**src/rtl/stopwatch_ctrl.sv**
```systemverilog
// stopwatch_ctrl: key debounce, start/stop/lap/clear sequencer and 10 ms count tick for the BCD stopwatch.
// Optional lap/display-hold feature is enabled by defining STOPWATCH_CTRL_LAP_EN.
module stopwatch_ctrl #(
    parameter int DIV        = 500000,
    parameter int DEB_CYCLES = 1000000
) (
    input  logic       CLOCK_50,
    input  logic       RESET_N,
    input  logic       KEY_START_N,
    input  logic       KEY_LAP_N,
    input  logic       max_reached,
    output logic       tick,
    output logic       clr,
    output logic       hold,
    output logic [1:0] state
);

    typedef enum logic [1:0] {
        IDLE  = 2'b00,
        RUN   = 2'b01,
        LAP   = 2'b10,
        PAUSE = 2'b11
    } state_t;

    localparam int PW = $clog2(DIV);
    localparam int DW = $clog2(DEB_CYCLES + 1);
    localparam logic [PW-1:0] PRE_LAST = PW'(DIV - 1);
    localparam logic [DW-1:0] DEB_LAST = DW'(DEB_CYCLES - 1);

    // Bit 0 is the start key, bit 1 the lap key.
    logic [1:0]    key_raw;
    logic [1:0]    sync1;
    logic [1:0]    sync2;
    logic [1:0]    key_deb;
    logic [1:0]    press;
    logic [DW-1:0] deb_cnt [2];

    assign key_raw = {KEY_LAP_N, KEY_START_N};

    // NOTE: sequential state is written only with <=, so every flop samples pre-edge values.
    always_ff @(posedge CLOCK_50) begin
        if (!RESET_N) begin
            sync1   <= 2'b11;
            sync2   <= 2'b11;
            key_deb <= 2'b11;
            press   <= 2'b00;
            // NOTE: the counter array is plain flops rather than a RAM, so it is reset with everything else.
            for (int i = 0; i < 2; i++) deb_cnt[i] <= '0;
        end else begin
            sync1 <= key_raw;
            sync2 <= sync1;
            for (int i = 0; i < 2; i++) begin
                press[i] <= 1'b0;
                if (sync2[i] != key_deb[i]) begin
                    if (deb_cnt[i] == DEB_LAST) begin
                        key_deb[i] <= sync2[i];
                        deb_cnt[i] <= '0;
                        press[i]   <= ~sync2[i];
                    end else begin
                        deb_cnt[i] <= deb_cnt[i] + DW'(1);
                    end
                end else begin
                    deb_cnt[i] <= '0;
                end
            end
        end
    end

    state_t        state_q, state_d;
    logic [PW-1:0] pre_q, pre_d;
    logic          tick_d, clr_d, hold_d;
    logic          running, terminal;
    logic          start_p, lap_p;

    assign start_p = press[0];
    assign lap_p   = press[1];

    // NOTE: every signal written here gets a default first, so no path leaves one unassigned and no latch appears.
    always_comb begin
        state_d  = state_q;
        pre_d    = pre_q;
        tick_d   = 1'b0;
        clr_d    = 1'b0;
        running  = (state_q == RUN) || (state_q == LAP);
        terminal = running && (pre_q == PRE_LAST);

        if (running) pre_d = terminal ? '0 : pre_q + PW'(1);

        // Terminal count at 99.99 swallows the tick and parks the chain, overriding any key press.
        if (terminal && max_reached) begin
            state_d = PAUSE;
        end else begin
            tick_d = terminal;
            if (start_p) begin
                case (state_q)
                    IDLE, PAUSE: state_d = RUN;
                    default:     state_d = PAUSE;
                endcase
            end else if (lap_p) begin
                case (state_q)
`ifdef STOPWATCH_CTRL_LAP_EN
                    RUN:     state_d = LAP;
                    LAP:     state_d = RUN;
`endif
                    PAUSE: begin
                        state_d = IDLE;
                        pre_d   = '0;
                        clr_d   = 1'b1;
                    end
                    default: ;
                endcase
            end
        end

`ifdef STOPWATCH_CTRL_LAP_EN
        hold_d = (state_d == LAP);
`else
        hold_d = 1'b0;
`endif
    end

    always_ff @(posedge CLOCK_50) begin
        if (!RESET_N) begin
            state_q <= IDLE;
            pre_q   <= '0;
            tick    <= 1'b0;
            clr     <= 1'b1;
            hold    <= 1'b0;
        end else begin
            state_q <= state_d;
            pre_q   <= pre_d;
            tick    <= tick_d;
            clr     <= clr_d;
            hold    <= hold_d;
        end
    end

    assign state = state_q;

endmodule
```
**config.mk**
```make
export PLATFORM = sky130hd
export DESIGN_NAME = stopwatch_ctrl
export DESIGN_NICKNAME = d
export VERILOG_FILES = /design/src/rtl/stopwatch_ctrl.sv
export SDC_FILE = /design/constraint.sdc
export NUM_CORES = 1
export LEC_CHECK = 0
export BUFFER_PORTS_ARGS = -buffer_cell sky130_fd_sc_hd__buf_2
export CAP_MARGIN = 20
export CORE_ASPECT_RATIO = 0.9
export CORE_MARGIN = 10
export CORE_UTILIZATION = 56
export CTS_CLUSTER_DIAMETER = 200
export DETAILED_ROUTE_END_ITERATION = 10
export PLACE_DENSITY = 0.75
export REMOVE_ABC_BUFFERS = 1
export SYNTH_ARGS = -nofsm -noshare
export SYNTH_HDL_FRONTEND = slang
export SYNTH_SLANG_ARGS = --single-unit
```
**constraint.sdc**
```tcl
create_clock -name CLOCK_50 -period 2.16 [get_ports CLOCK_50]
set_input_delay 0.216 -clock CLOCK_50 [delete_from_list [all_inputs] [get_ports CLOCK_50]]
set_output_delay 0.216 -clock CLOCK_50 [all_outputs]
set_load 0.02 [all_outputs]
```
==> results of run 1 <==
## Yosys cell counts, types with 3 or more instances
library cell / count / area, um2
ha_1: 4 / 50.05
o21ai_0: 14 / 70.07
nor3_1: 5 / 25.02
edfxtp_1: 40 / 1201
or4_1: 14 / 105.1
and3_1: 7 / 43.79
dfxtp_1: 31 / 620.6
nor2_1: 44 / 165.2
xor2_1: 18 / 157.7
a21oi_1: 20 / 100.1
nand4_1: 7 / 43.79
nand2b_1: 6 / 37.54
and4_1: 5 / 43.79
o21a_1: 3 / 22.52
inv_1: 9 / 33.78
o31ai_1: 9 / 67.56
nor4_1: 10 / 62.56
nand3_1: 33 / 165.2
xnor2_1: 18 / 157.7
or3_1: 11 / 68.82
buf_4: 3 / 22.52
nand2_1: 28 / 105.1
## layout by cell type, fill, tap and decap left out, drive strengths merged
cell,Yosys,final
a21o,1,1
a21oi,21,21
a31oi,1,1
and3,7,7
and4,6,6
buf,6,36
clkbuf,4,13
clkinv,0,2
conb,2,41
dfxtp,31,31
edfxtp,40,40
ha,4,4
inv,9,10
nand2,28,28
nand2b,6,6
nand3,34,34
nand4,7,7
nand4bb,1,1
nor2,44,44
nor3,5,5
nor4,10,10
nor4b,1,1
o211ai,2,2
o21a,3,3
o21ai,14,14
o311ai,2,2
o31ai,10,10
or3,12,12
or3b,2,2
or4,14,14
or4b,3,3
xnor2,18,18
xor2,18,18
## layer usage
metal	up-vias	routed length, um	GRT usage (%)
met5	-	0	0
li1	1461	-	-
met3	9	295	4.609
met2	53	3446	25.21
met1	1359	3407	18.07
met4	0	97	4.977
## report_power, final
| group | internal [mW] | leakage [nW] | total, mW | switching [mW] |
|---|---|---|---|---|
| Combinational | 0.0587 | 0.771 | 0.136 | 0.0776 |
| Sequential | 1.46 | 0.664 | 1.49 | 0.0311 |
| Clock | 0.655 | 0.121 | 1.16 | 0.507 |
## cell families after synthesis
group / count (synthesis) / share of synthesized area, %
adder cells (fa/ha/maj): 4 / 1.391
buffers and inverters: 19 / 2.816
other: 2 / 0.2087
XOR/XNOR: 36 / 8.762
AND/OR/NAND/NOR: 180 / 26.81
flip-flops: 71 / 50.63
AO/OA/AOI/OAI: 54 / 9.388
## cell type report
cell class	count	area, um2	area share [%]
repair buffers	36	274.0	6.326
inverters	9	33.78	0.7799
well taps	87	108.9	2.513
clock buffers	13	212.7	4.910
multi-input cells	315	1864	43.04
clock inverters	3	16.27	0.3755
flip-flops and latches	71	1822	42.06
## worst min path at each step
stage / startpoint / to / cells after the start
after floorplan: RESET_N / key_deb[0]$_SDFFE_PN1P_ / 1
after global placement: sync1[0]$_SDFF_PN1_ / sync2[0]$_SDFF_PN1_ / 1
after detailed placement: sync1[0]$_SDFF_PN1_ / sync2[0]$_SDFF_PN1_ / 1
after CTS: max_reached / clr$_SDFF_PN1_ / 2
after global routing: KEY_LAP_N / sync1[1]$_SDFF_PN1_ / 2
final: max_reached / clr$_SDFF_PN1_ / 2
## state kept, by name (all words and copies together) (netlist names)
| signal | cells |
|---|---|
| deb_cnt | 40 |
| pre_q | 19 |
| key_deb | 2 |
| press | 2 |
| state | 2 |
| sync1 | 2 |
| sync2 | 2 |
| clr | 1 |
| tick | 1 |
## metrics by stage
stage / TNS, ps / cell area (um2)
final: -727.5 / 4332
after global routing: -2081 / 4332
after CTS: -1011 / 4302
after detailed placement: -1534 / 4019
after global placement: -375.3 / 4019
after floorplan: -8300 / 3677
## what timing repair did
item,in CTS,in global routing
buffers inserted,3,0
pin swaps,2,1
gates cloned,1,0
resized for setup,6,8
endpoints found under the setup margin,40,34
==> metrics.txt, run 1 <==
Die Wd 104.5 um; drt via density 5.397; gpl congestion 0.8210; hold buffers post-CTS 0; largest net degree at the start of global routing 21; internal reg-to-reg setup slack -50 ps; Worst Path Required 2260 ps; Power Density 644.3 mW/mm2; share of cells above drive strength 1 15.21%; Port Buffers 8; Tot Pwr 2.791 mW; H-Tree Depth 3; Rows 27; drt drc 0; post-synthesis sequential area ratio 50.63%; Worst setup SP type flip-flop; CP Capture Point deb_cnt[0][17]$_SDFFCE_PP0P_; maximum VDD drop 0.0003826 V; Final Max Tran Viols 0; type of the most critical hold path input pin to flip-flop; core area 0.006182 mm2; Avg Cell Area, Syn 9.832 um2; worst skew pair latency 350 ps; Worst setup EP type flip-flop; Setup Skew 6.184 ps; maxcap violations 0; Main synth FF type edfxtp_1; endpoints failing setup 20; number of synthesized register bits 71; Peak Freq 0.4533 GHz; final worst hold slack 61.28 ps; final core utilization 70.07%; synthesized instance count 366; number of diodes 0; total vias in the final route 2882; TritonCTS Sinks 71; CP bufs+invs 1; status complete, but fails checks; CTS tree done; unrepaired setup endpoints after global routing true; final hold vios 0; fin crit period 2206 ps; Top delay family on crit path simple AND/OR/NAND/NOR gates; vias in the first global route 2719; FF-to-FF Start deb_cnt[0][11]$_SDFFCE_PP0P_; critical path depth 5; Critical Path Slowest Stage Cell or4_4; GRT Util Overall 14.96%; CP arrival 2300 ps; final worst path period share 102.1%; crit path from deb_cnt[0][11]$_SDFFCE_PP0P_; Critical Path, Cell by Cell or4b_4 > or4_4 > o211ai_4 > buf_12 > a21oi_1; # IOs 10; Die Area 0.01004 mm2; synthesized area 0.003598 mm2; Placed Cells 514; clock-pin slew on the worst setup and hold paths 80 ps; fin nets 451; area grow syn2layout 20.38%; dpl hpwl 5079 um; total wire length 7246 um; Num CTS Buffers 9; Pleak 1.556 nW; CTS Root Buffer Type clkbuf_8; Starting Density 58.21%; failing checks setup timing; DR WL/cell 13.57 um; critical path class flip-flop to flip-flop; Iter 0 DRT Violations 101; post-route ant nets 0; Max clock buf depth 2; pre-CTS WS -57.48 ps; r2r worst-path depth 5; Final WS setup -46.26 ps; first-pass GRT wire length 12380 um; Reg2Reg Capture Point deb_cnt[0][17]$_SDFFCE_PP0P_; router iterations before antenna repair 4; # fillers 469; die height 96.05 um; number of flops mapped to enable cells by yosys 40; Post-synth ARST share 0%; crit path max fanout 20; Unique masters post-synth 41; gr ovfl total 0; initial antenna violation count 0; Post-Layout Cell Count 534; max incr delay on CP 560 ps; Ys Warns 0
Note: power is estimated with default switching activity, not from simulation.
==> run 2: changes to the inputs <==
- CORE_ASPECT_RATIO: 0.9 -> unset
==> run 2 against run 1 <==
Effect of this change:
- register-to-register slack barely moved
- wire length fell by 1.6%
- clock-buffer cell count fell by 4
- global-route usage fell by 0.63 points
- hold slack improved by 6.3 ps
- design area rose by 0.46%
- fmax fell by 0.16%
- highest routed layer unchanged
- combinational power rose by 7%
- the run still ends with setup timing left
- via count rose by 1.8%
==> metrics.txt, run 2 (synthesis gave the netlist of run 1 again) <==
largest net degree at the start of global routing 21; endpoints failing setup 20; CP arrival 2310 ps; failing checks setup timing; router iterations before antenna repair 4; Hold Path End sync1[1]$_SDFF_PN1_; # IOs 10; number of diodes 0; H-Tree Depth 3; r2r worst-path depth 5; die height 100.2 um; Largest regs deb_cnt x40, pre_q x19; worst hold path depth 2; vias in the first global route 2735; internal reg-to-reg setup slack -50 ps; final worst hold slack 67.62 ps; Max clock buf depth 2; hold_sp KEY_LAP_N; Num CTS Buffers 9; Worst Path Required 2260 ps; Rows 29; maxcap violations 0; fin crit period 2210 ps; Setup Skew 7.594 ps; max FFs per register 40; Port Buffers 8; # fillers 508; hold buffers post-CTS 0; Worst setup SP type flip-flop; TritonCTS Sinks 71; DR WL/cell 13.51 um; Worst setup EP type flip-flop; gpl congestion 0.7892; Iter 0 DRT Violations 153; GRT Util Overall 14.33%; core area 0.006314 mm2; Pleak 1.549 nW; post-route ant nets 0; Top delay family on crit path simple AND/OR/NAND/NOR gates; max incr delay on CP 570 ps; Final Max Tran Viols 0; area grow syn2layout 20.93%; commonest non-fill, non-tap cells in the layout conb_1 (41), edfxtp_1 (40), nor2_1 (35); clock-pin slew on the worst setup and hold paths 80 ps; gr ovfl total 0; Final WS setup -49.84 ps; Starting Density 57.00%; CTS tree done; final core utilization 68.93%; Top reg by flops deb_cnt; maximum VDD drop 0.0004662 V; type of the most critical hold path input pin to flip-flop; first-pass GRT wire length 11900 um; Power Density 618.8 mW/mm2; dpl hpwl 4976 um; pre-CTS WS -76.49 ps; worst skew pair latency 350 ps; Tot Pwr 2.693 mW; status complete, but fails checks; final hold vios 0; drt via density 5.559; FF-to-FF Start deb_cnt[0][11]$_SDFFCE_PP0P_; fin nets 455; commonest non-fill, non-tap cell in the layout conb_1; Critical Path Slowest Stage Cell or4b_1; final worst path period share 102.3%; drt drc 0; share of cells above drive strength 1 17.96%; critical path class flip-flop to flip-flop; Die Wd 100.2 um; total wire length 7131 um; Peak Freq 0.4525 GHz; unrepaired setup endpoints after global routing true; Die Area 0.01003 mm2; CP bufs+invs 1; crit path max fanout 20; Reg2Reg Capture Point deb_cnt[0][17]$_SDFFCE_PP0P_; total vias in the final route 2935; initial antenna violation count 0; Critical Path, Cell by Cell or4b_1 > or4_4 > o211ai_2 > buf_12 > a21oi_1; CTS Root Buffer Type clkbuf_8
run 2: cell types whose count changed in the layout (fill, tap and decap cells not counted), moves of 3 or more:
cell       change
nor2_1         -9
clkbuf_16      -3
buf_4          +4
nor2_4         +4
nor2_2         +5
run 2: repair_timing:
item                                    CTS  global route
resized for setup                         8            18
pin swaps                                 2             9
endpoints found under the setup margin   40            40
setup buffers                             4             0
cloned                                    1             0
endpoints found under the hold margin     0             0
run 2: report_power, final:
group / leakage (nW) / internal (mW) / switching (mW) / total [mW]
logic: 0.781 / 0.0621 / 0.0831 / 0.145
registers: 0.664 / 1.46 / 0.0293 / 1.49
clock network: 0.104 / 0.536 / 0.521 / 1.06
total: 1.55 / 2.06 / 0.633 / 2.69
run 2: worst reg2reg max path, delay by kind of cell (launching register included):
| family | cells | cell delay [ps] |
|---|---|---|
| AOI/OAI and AO/OA | 2 | 260 |
| buffers and inverters | 1 | 180 |
| DFF | 1 | 390 |
| and+or+nand+nor | 2 | 1130 |
run 2: worst max-delay path by stage:
stage / start / end / depth (start not counted)
floorplan: deb_cnt[1][8]$_SDFFCE_PP0P_ / deb_cnt[1][10]$_SDFFCE_PP0P_ / 4
detailed placement: deb_cnt[1][8]$_SDFFCE_PP0P_ / deb_cnt[1][0]$_SDFFCE_PP0P_ / 5
global placement: deb_cnt[0][11]$_SDFFCE_PP0P_ / deb_cnt[0][14]$_SDFFCE_PP0P_ / 5
global route: deb_cnt[0][11]$_SDFFCE_PP0P_ / deb_cnt[0][0]$_SDFFCE_PP0P_ / 5
finish: deb_cnt[0][11]$_SDFFCE_PP0P_ / deb_cnt[0][17]$_SDFFCE_PP0P_ / 5
CTS: deb_cnt[0][11]$_SDFFCE_PP0P_ / deb_cnt[0][16]$_SDFFCE_PP0P_ / 5
run 2: metal layers:
metal,global-route usage (%),part of all wire (%),wire (um)
met1,17.81,46,3289
met2,22.75,48,3434
met3,3.709,3.8,270
met4,6.630,1.9,137
met5,0,0,0
run 2: per-stage QoR:
step,area [um2],TNS [ps],std cells
after floorplan,3677,-8300,395
after global placement,4029,-739.5,507
after detailed placement,4029,-2227,507
after CTS,4290,-1270,528
after global routing,4352,-3365,528
final,4352,-813.3,528
run 2: cell type report:
type | count | area, um2 | area share (%)
well taps | 77 | 96.34 | 2.214
clock inverters | 7 | 70.07 | 1.610
flip-flops and latches | 71 | 1822 | 41.86
repair buffers | 40 | 307.8 | 7.073
clock buffers | 9 | 123.9 | 2.846
multi-input cells | 315 | 1898 | 43.62
inverters | 9 | 33.78 | 0.7763
